File: src/rtl/axi_isolate_drain.sv
// axi_isolate_drain: AXI pass-through that caps outstanding bursts and drains them before isolating the port
package axi_isolate_drain_pkg;
  typedef struct packed {
    logic [3:0]  id;
    logic [31:0] addr;
    logic [7:0]  len;
  } ax_t;
  typedef struct packed {
    logic [31:0] data;
    logic [3:0]  strb;
    logic        last;
  } w_t;
  typedef struct packed {
    logic [3:0] id;
    logic [1:0] resp;
  } b_t;
  typedef struct packed {
    logic [3:0]  id;
    logic [31:0] data;
    logic [1:0]  resp;
    logic        last;
  } r_t;
  typedef struct packed {
    ax_t  aw;
    logic aw_valid;
    w_t   w;
    logic w_valid;
    logic b_ready;
    ax_t  ar;
    logic ar_valid;
    logic r_ready;
  } req_t;
  typedef struct packed {
    logic aw_ready;
    logic ar_ready;
    logic w_ready;
    b_t   b;
    logic b_valid;
    r_t   r;
    logic r_valid;
  } rsp_t;
endpackage

module axi_isolate_drain #(
  parameter int unsigned MaxTxns = 4,
  parameter type req_t = axi_isolate_drain_pkg::req_t,
  parameter type rsp_t = axi_isolate_drain_pkg::rsp_t
) (
  input  logic clk_i,
  input  logic rst_i,
  input  logic isolate_i,
  output logic isolated_o,
  input  req_t slv_req_i,
  output rsp_t slv_rsp_o,
  output req_t mst_req_o,
  input  rsp_t mst_rsp_i
);
  localparam int unsigned CW = $clog2(MaxTxns + 1);
  localparam logic [CW-1:0] MAX = CW'(MaxTxns);
  typedef enum logic [1:0] {NORMAL, DRAIN, ISOLATED} state_t;
  state_t state_q, state_d;
  logic [CW-1:0] wr_cnt, rd_cnt, w_pend;
  logic aw_open, ar_open, w_open, aw_hs, ar_hs, w_last_hs, b_hs, r_last_hs, idle;
  always_comb begin
    aw_open = state_q == NORMAL && wr_cnt < MAX && w_pend < MAX;
    ar_open = state_q == NORMAL && rd_cnt < MAX;
    w_open = w_pend != '0;
    mst_req_o = slv_req_i;
    mst_req_o.aw_valid = slv_req_i.aw_valid & aw_open;
    mst_req_o.ar_valid = slv_req_i.ar_valid & ar_open;
    mst_req_o.w_valid = slv_req_i.w_valid & w_open;
    slv_rsp_o = mst_rsp_i;
    slv_rsp_o.aw_ready = mst_rsp_i.aw_ready & aw_open;
    slv_rsp_o.ar_ready = mst_rsp_i.ar_ready & ar_open;
    slv_rsp_o.w_ready = mst_rsp_i.w_ready & w_open;
    aw_hs = mst_req_o.aw_valid & mst_rsp_i.aw_ready;
    ar_hs = mst_req_o.ar_valid & mst_rsp_i.ar_ready;
    w_last_hs = mst_req_o.w_valid & mst_rsp_i.w_ready & slv_req_i.w.last;
    b_hs = mst_rsp_i.b_valid & slv_req_i.b_ready;
    r_last_hs = mst_rsp_i.r_valid & slv_req_i.r_ready & mst_rsp_i.r.last;
    idle = wr_cnt == '0 && rd_cnt == '0 && w_pend == '0;
    // dropping isolate_i wins over completing the drain
    state_d = state_q == NORMAL ? (isolate_i ? DRAIN : NORMAL)
            : !isolate_i ? NORMAL
            : idle ? ISOLATED : state_q;
    isolated_o = state_q == ISOLATED;
  end
  always_ff @(posedge clk_i) begin
    if (rst_i) begin
      state_q <= NORMAL;
      wr_cnt <= '0;
      rd_cnt <= '0;
      w_pend <= '0;
    end else begin
      state_q <= state_d;
      wr_cnt <= wr_cnt + CW'(aw_hs) - CW'(b_hs);
      rd_cnt <= rd_cnt + CW'(ar_hs) - CW'(r_last_hs);
      w_pend <= w_pend + CW'(aw_hs) - CW'(w_last_hs);
    end
  end
  wr_ovf: assert property (@(posedge clk_i) disable iff (rst_i) !(aw_hs && !b_hs && wr_cnt == MAX));
  wr_udf: assert property (@(posedge clk_i) disable iff (rst_i) !(b_hs && !aw_hs && wr_cnt == '0));
  rd_ovf: assert property (@(posedge clk_i) disable iff (rst_i) !(ar_hs && !r_last_hs && rd_cnt == MAX));
  rd_udf: assert property (@(posedge clk_i) disable iff (rst_i) !(r_last_hs && !ar_hs && rd_cnt == '0));
  wp_ovf: assert property (@(posedge clk_i) disable iff (rst_i) !(aw_hs && !w_last_hs && w_pend == MAX));
  wp_udf: assert property (@(posedge clk_i) disable iff (rst_i) !(w_last_hs && !aw_hs && w_pend == '0));
endmodule

File: config.mk
export PLATFORM = sky130hd
export DESIGN_NAME = axi_isolate_drain
export DESIGN_NICKNAME = d
export VERILOG_FILES = /design/src/rtl/axi_isolate_drain.sv
export SDC_FILE = /design/constraint.sdc
export NUM_CORES = 1
export LEC_CHECK = 0
export ABC_CLOCK_PERIOD_IN_PS = 2670
export CORE_AREA = 2 2 140 142
export DETAILED_ROUTE_END_ITERATION = 16
export DIE_AREA = 0 0 142 144
export PLACE_DENSITY_LB_ADDON = 0.3
export SKIP_CTS_REPAIR_TIMING = 1
export SLEW_MARGIN = 40
export SYNTH_ARGS = -nofsm -noshare
export SYNTH_HDL_FRONTEND = slang
export SYNTH_SLANG_ARGS = --single-unit
File: constraint.sdc
create_clock -name clk_i -period 2.67 [get_ports clk_i]
set_input_delay 0.534 -clock clk_i [delete_from_list [all_inputs] [get_ports clk_i]]
set_output_delay 0.534 -clock clk_i [all_outputs]
set_load 0.05 [all_outputs]
== Yosys cells after proc, flatten, opt, wreduce, memory -nomap -nowiden ==
Index checks and enable logic that the tools add are counted.

* Bits in registers: 11
* Output and inout bits: 181
* Word-level logic and storage cells: 42

* $add $sub $neg: 6
* $lt $le $gt $ge: 3
* Equality and inequality tests: 2
* Multiplexer cells: 4
* Bitwise operators: 13
* Reductions and logical operators: 10

{| class="wikitable"
|+ Operators by type and width
! kind !! count
|-
| 1-bit AND || 13
|-
| 3-bit by 1-bit adder with 3-bit output || 3
|-
| 3-bit logical NOT || 3
|-
| 3-bit less-than comparator (second input constant) || 3
|-
| 3-bit by 1-bit subtractor with 3-bit output || 3
|-
| 2-bit 2-to-1 mux || 3
|-
| 1-bit logical AND || 5
|-
| 3-bit by 1-bit != test with 1-bit output (second input constant) || 1
|-
| 3-bit nonzero test || 1
|-
| 2-bit equality test (second input constant) || 1
|-
| 2-bit logical NOT || 1
|-
| 1-bit 2-to-1 mux || 1
|}

== Longest topological paths before layout ==
* Word-level depth: 7
* Depth in mapped cells: 11
* Depth with buffers taken out: 11

== Least setup slack after synthesis ==
No wires, ideal clock.

* Path type: input-to-reg
* From: in mst_rsp_i[47] (netlist name)
* To: reg w_pend[2]
* Arrival time: 2.719 ns
* Slack: -0.127 ns
* Cell stages on the path: 10
* Cells stage by stage: nor2b_1 -> and3_1 -> ha_1 -> inv_1 -> ha_1 -> inv_1 -> fa_1 -> xor2_1 -> and2_1 -> nor3_1

* Word-level cells in the longest chain between the ends: 3

{| class="wikitable"
|+ RTL lines
! element !! line !! RTL
|-
| start, declared || 56 || <nowiki>input rsp_t mst_rsp_i</nowiki>
|-
| 1-bit AND (2 in a row) || 78 || <nowiki>w_last_hs = mst_req_o.w_valid & mst_rsp_i.w_ready & slv_req_i.w.last;</nowiki>
|-
| 3-bit by 1-bit subtractor with 3-bit output || 98 || <nowiki>w_pend <= w_pend + CW'(aw_hs) - CW'(w_last_hs);</nowiki>
|-
| end signal, assigned || 98 ||
|-
| end, declared || 62 || <nowiki>logic [CW-1:0] wr_cnt, rd_cnt, w_pend;</nowiki>
|}

Every way passes these cells.
A chain may end at the register's enable or synchronous reset.

== Worst setup path after layout ==
* From: in mst_rsp_i[48] (netlist name)
* To: reg rd_cnt[2]

* Word-level cells in the longest chain between the ends: 3

{| class="wikitable"
|+ RTL lines
! element !! line !! RTL
|-
| 1-bit AND || 77 || <nowiki>ar_hs = mst_req_o.ar_valid & mst_rsp_i.ar_ready;</nowiki>
|-
| 3-bit by 1-bit adder with 3-bit output || 97 || <nowiki>rd_cnt <= rd_cnt + CW'(ar_hs) - CW'(r_last_hs);</nowiki>
|-
| 3-bit by 1-bit subtractor with 3-bit output || 97 ||
|-
| end signal, assigned || 97 ||
|-
| end, declared || 62 ||
|}

Every way passes these cells.

==> reports/metrics.cfg <==
[run_status]
status=finished, final reports clean

[critical_path]
slowest_delay_ns=0.47
worstSetupStartpointType=input port
crit_path_end_kind=flop
worstPathMaxFanout=2
slowest_stage=clkdlybuf4s50_1
crit_type=in2reg
arrival_ns=2.55
required_ns=2.78
worstPathCellList=clkdlybuf4s50_1 -> and2_1 -> nand2_1 -> ha_1 -> inv_1 -> ha_1 -> fa_1 -> xnor2_1 -> xnor2_1 -> nor2_1

[logic_synthesis]
ys_seq_elements=11
yosysUniqueCellTypes=19
synth_area_mm2=0.00194
synth.avg_cell_area_um2=8.07
synthCells=240
synth_warnings=0
syn_nets=432
synth-seq-area-share=0.114

[layout]
syn_to_final_growth_pct=-31.1
nFillCells=2210
diodes=0
instances_no_fill=341
layout-drive-gt1-share=0.262
final_nets=296

[timing]
fin_crit_sh=0.916
fin_tns_setup_ns=0
finalSetupViolCount=0
setup_slack_ns=0.223
fin_worst_skew_ns=0.00173
slew_headroom=0.614
fmax_mhz=409
fin_crit_ns=2.45
hold_violations=0
drv_slew=0
tightest_slew_ns=0.577

[clock_tree]
cts.htree.levels=1
numClockSinks=11
cts.reportedPaths.clkPinSlew_ns=0.04
cts_made_buffers=3
cts_tree=yes
insertion_delay_ns=0.24
cts_buffer_depth=2
clockRootBuffer=clkbuf_16

[place]
gp_congestion=0.616
post-dp-hpwl_mm=3.87
post-place-cells=337
io_buffers=27
place_ws_ns=-0.0457

[route]
ant_nets=0
wl_per_cell_um=12.9
drt_pass1_iterations=2
drtIter0Drc=16
via_per_inst=2.31
vias=787
routed_wl_mm=4.40
drc=0

[power]
vdd_drop_max_mv=0.275
power.switching_uw=391
sw_frac_of_total=0.375
pwr-share-seq=0.243
power_frac_comb=0.495
pwr-share-clk=0.262
p_int_uw=651
leakagePower_nw=0.504
power.density_mw_per_mm2=781

[global_route]
grt_use_total=0.0404
grt_pass1_vias=884
antenna_found_initial=0
grtUsageMet2=0.0623
grt_busiest_layer=met4
grt_pass1_wl_mm=5.64
use_met3=0.0166
use_met1=0.0270
grt_max_degree=12
grt-ovfl-total=0

[die]
fp.dieW_um=142
core_region_area_mm2=0.0191
fp.dieArea_mm2=0.0204
ios=364
std_cell_rows=51
die_h_um=144
start_util=0.101

[run]
drv_cap=0

[hold_path]
hold_path.class=reg2reg

[layout make-up]
type / instances / area (um2) / area share
sequential: 11 / 220 / 0.165
inverter: 9 / 33.8 / 0.0253
timing repair buffer: 34 / 318 / 0.238
multi-input combinational: 45 / 385 / 0.289
clock buffer: 4 / 78.8 / 0.0591
tap: 238 / 298 / 0.223
[final timing paths]
| path | start | to | slack [ns] | cells past startpoint |
|---|---|---|---|---|
| hold / removal | wr_cnt[1]$_SDFF_PP0_ | wr_cnt[2]$_SDFF_PP0_ | 0.55 | 2 |
| setup / recovery | mst_rsp_i[48] | rd_cnt[2]$_SDFF_PP0_ | 0.22 | 10 |
| setup reg to reg | state_q[1]$_SDFFE_PP0P_ | w_pend[2]$_SDFF_PP0_ | 0.25 | 12 |
| hold reg to reg | wr_cnt[1]$_SDFF_PP0_ | wr_cnt[2]$_SDFF_PP0_ | 0.55 | 2 |
[cell usage after synthesis]
| master | number | area, um2 |
|---|---|---|
| buf_4 | 174 | 1310 |
| dfxtp_1 | 11 | 220 |
| inv_1 | 9 | 33.8 |
| nor2b_1 | 8 | 50.1 |
| and2_1 | 6 | 37.5 |
| ha_1 | 6 | 75.1 |
| nor2_1 | 5 | 18.8 |
| xnor2_1 | 4 | 35.0 |
| fa_1 | 3 | 60.1 |
| and3_1 | 2 | 12.5 |
| nand2_1 | 2 | 7.51 |
| nor3_1 | 2 | 10.0 |
| nor4_1 | 2 | 12.5 |
| and4_1 | 1 | 8.76 |
| clkbuf_1 | 1 | 3.75 |
| nor3_2 | 1 | 10.0 |
| nor4b_2 | 1 | 15.0 |
| o211a_1 | 1 | 10.0 |
| xor2_1 | 1 | 8.76 |
[per-layer routing]
layer  routed length (um)  vias up
met1                 1050      328
met3                  654       63
li1                     -      283
met4                  686        0
met2                 2010      113
met5                    0        -
[metrics by stage]
stage            util  area [um2]  hold WS (ns)  power, mW
2_1_floorplan       -        1940         0.505       1.23
3_3_place_gp   0.0652        1240         0.537      0.779
3_5_place_dp   0.0652        1240         0.552      0.779
4_1_cts        0.0693        1320         0.562       1.06
5_1_grt        0.0699        1330         0.590       1.12
6_report       0.0699        1330         0.552       1.04
[flip-flops by register name (all words and copies together) (netlist names)]
register  flops
w_pend        3
rd_cnt        3
wr_cnt        3
state_q       2
[power groups by stage]
stage	clock [mW]	sequential [mW]	combinational (mW)
after floorplan	0	0.242	0.991
after global routing	0.292	0.260	0.567
after CTS	0.282	0.251	0.530
after detailed placement	0	0.254	0.525
final	0.273	0.253	0.515
after global placement	0	0.254	0.525
[logic make-up after synthesis]
| family | share of synthesized area |
|---|---|
| adder cells (fa/ha/maj) | 0.0698 |
| flip-flops | 0.114 |
| XOR/XNOR | 0.0226 |
| AND/OR/NAND/NOR | 0.0944 |
| AO/OA/AOI/OAI | 0.00517 |
| buffers and inverters | 0.694 |
[cell usage in the layout (no fill, tap or decap)]
master / instances
buf_4: 17
nor3_2: 2
and4_1: 1
and2_1: 6
and3_1: 2
clkdlybuf4s50_1: 15
xor2_1: 1
nor4_1: 1
xnor2_1: 4
nor4b_2: 1
clkbuf_16: 3
nor2_1: 5
clkbuf_1: 1
buf_12: 2
dfxtp_1: 11
fa_1: 3
inv_1: 9
o211a_1: 1
nor2b_2: 1
nand2_1: 2
nor2b_1: 7
nor3_1: 1
ha_1: 6
nor4_2: 1
[worst max-delay path, delay by kind of cell]
kind | cells | cell delay (ns)
adder cells (fa/ha/maj) | 3 | 0.87
XOR/XNOR | 2 | 0.32
AND/OR/NAND/NOR | 3 | 0.32
buffers and inverters | 2 | 0.51
No activity file was read; power rests on OpenSTA's default activity.
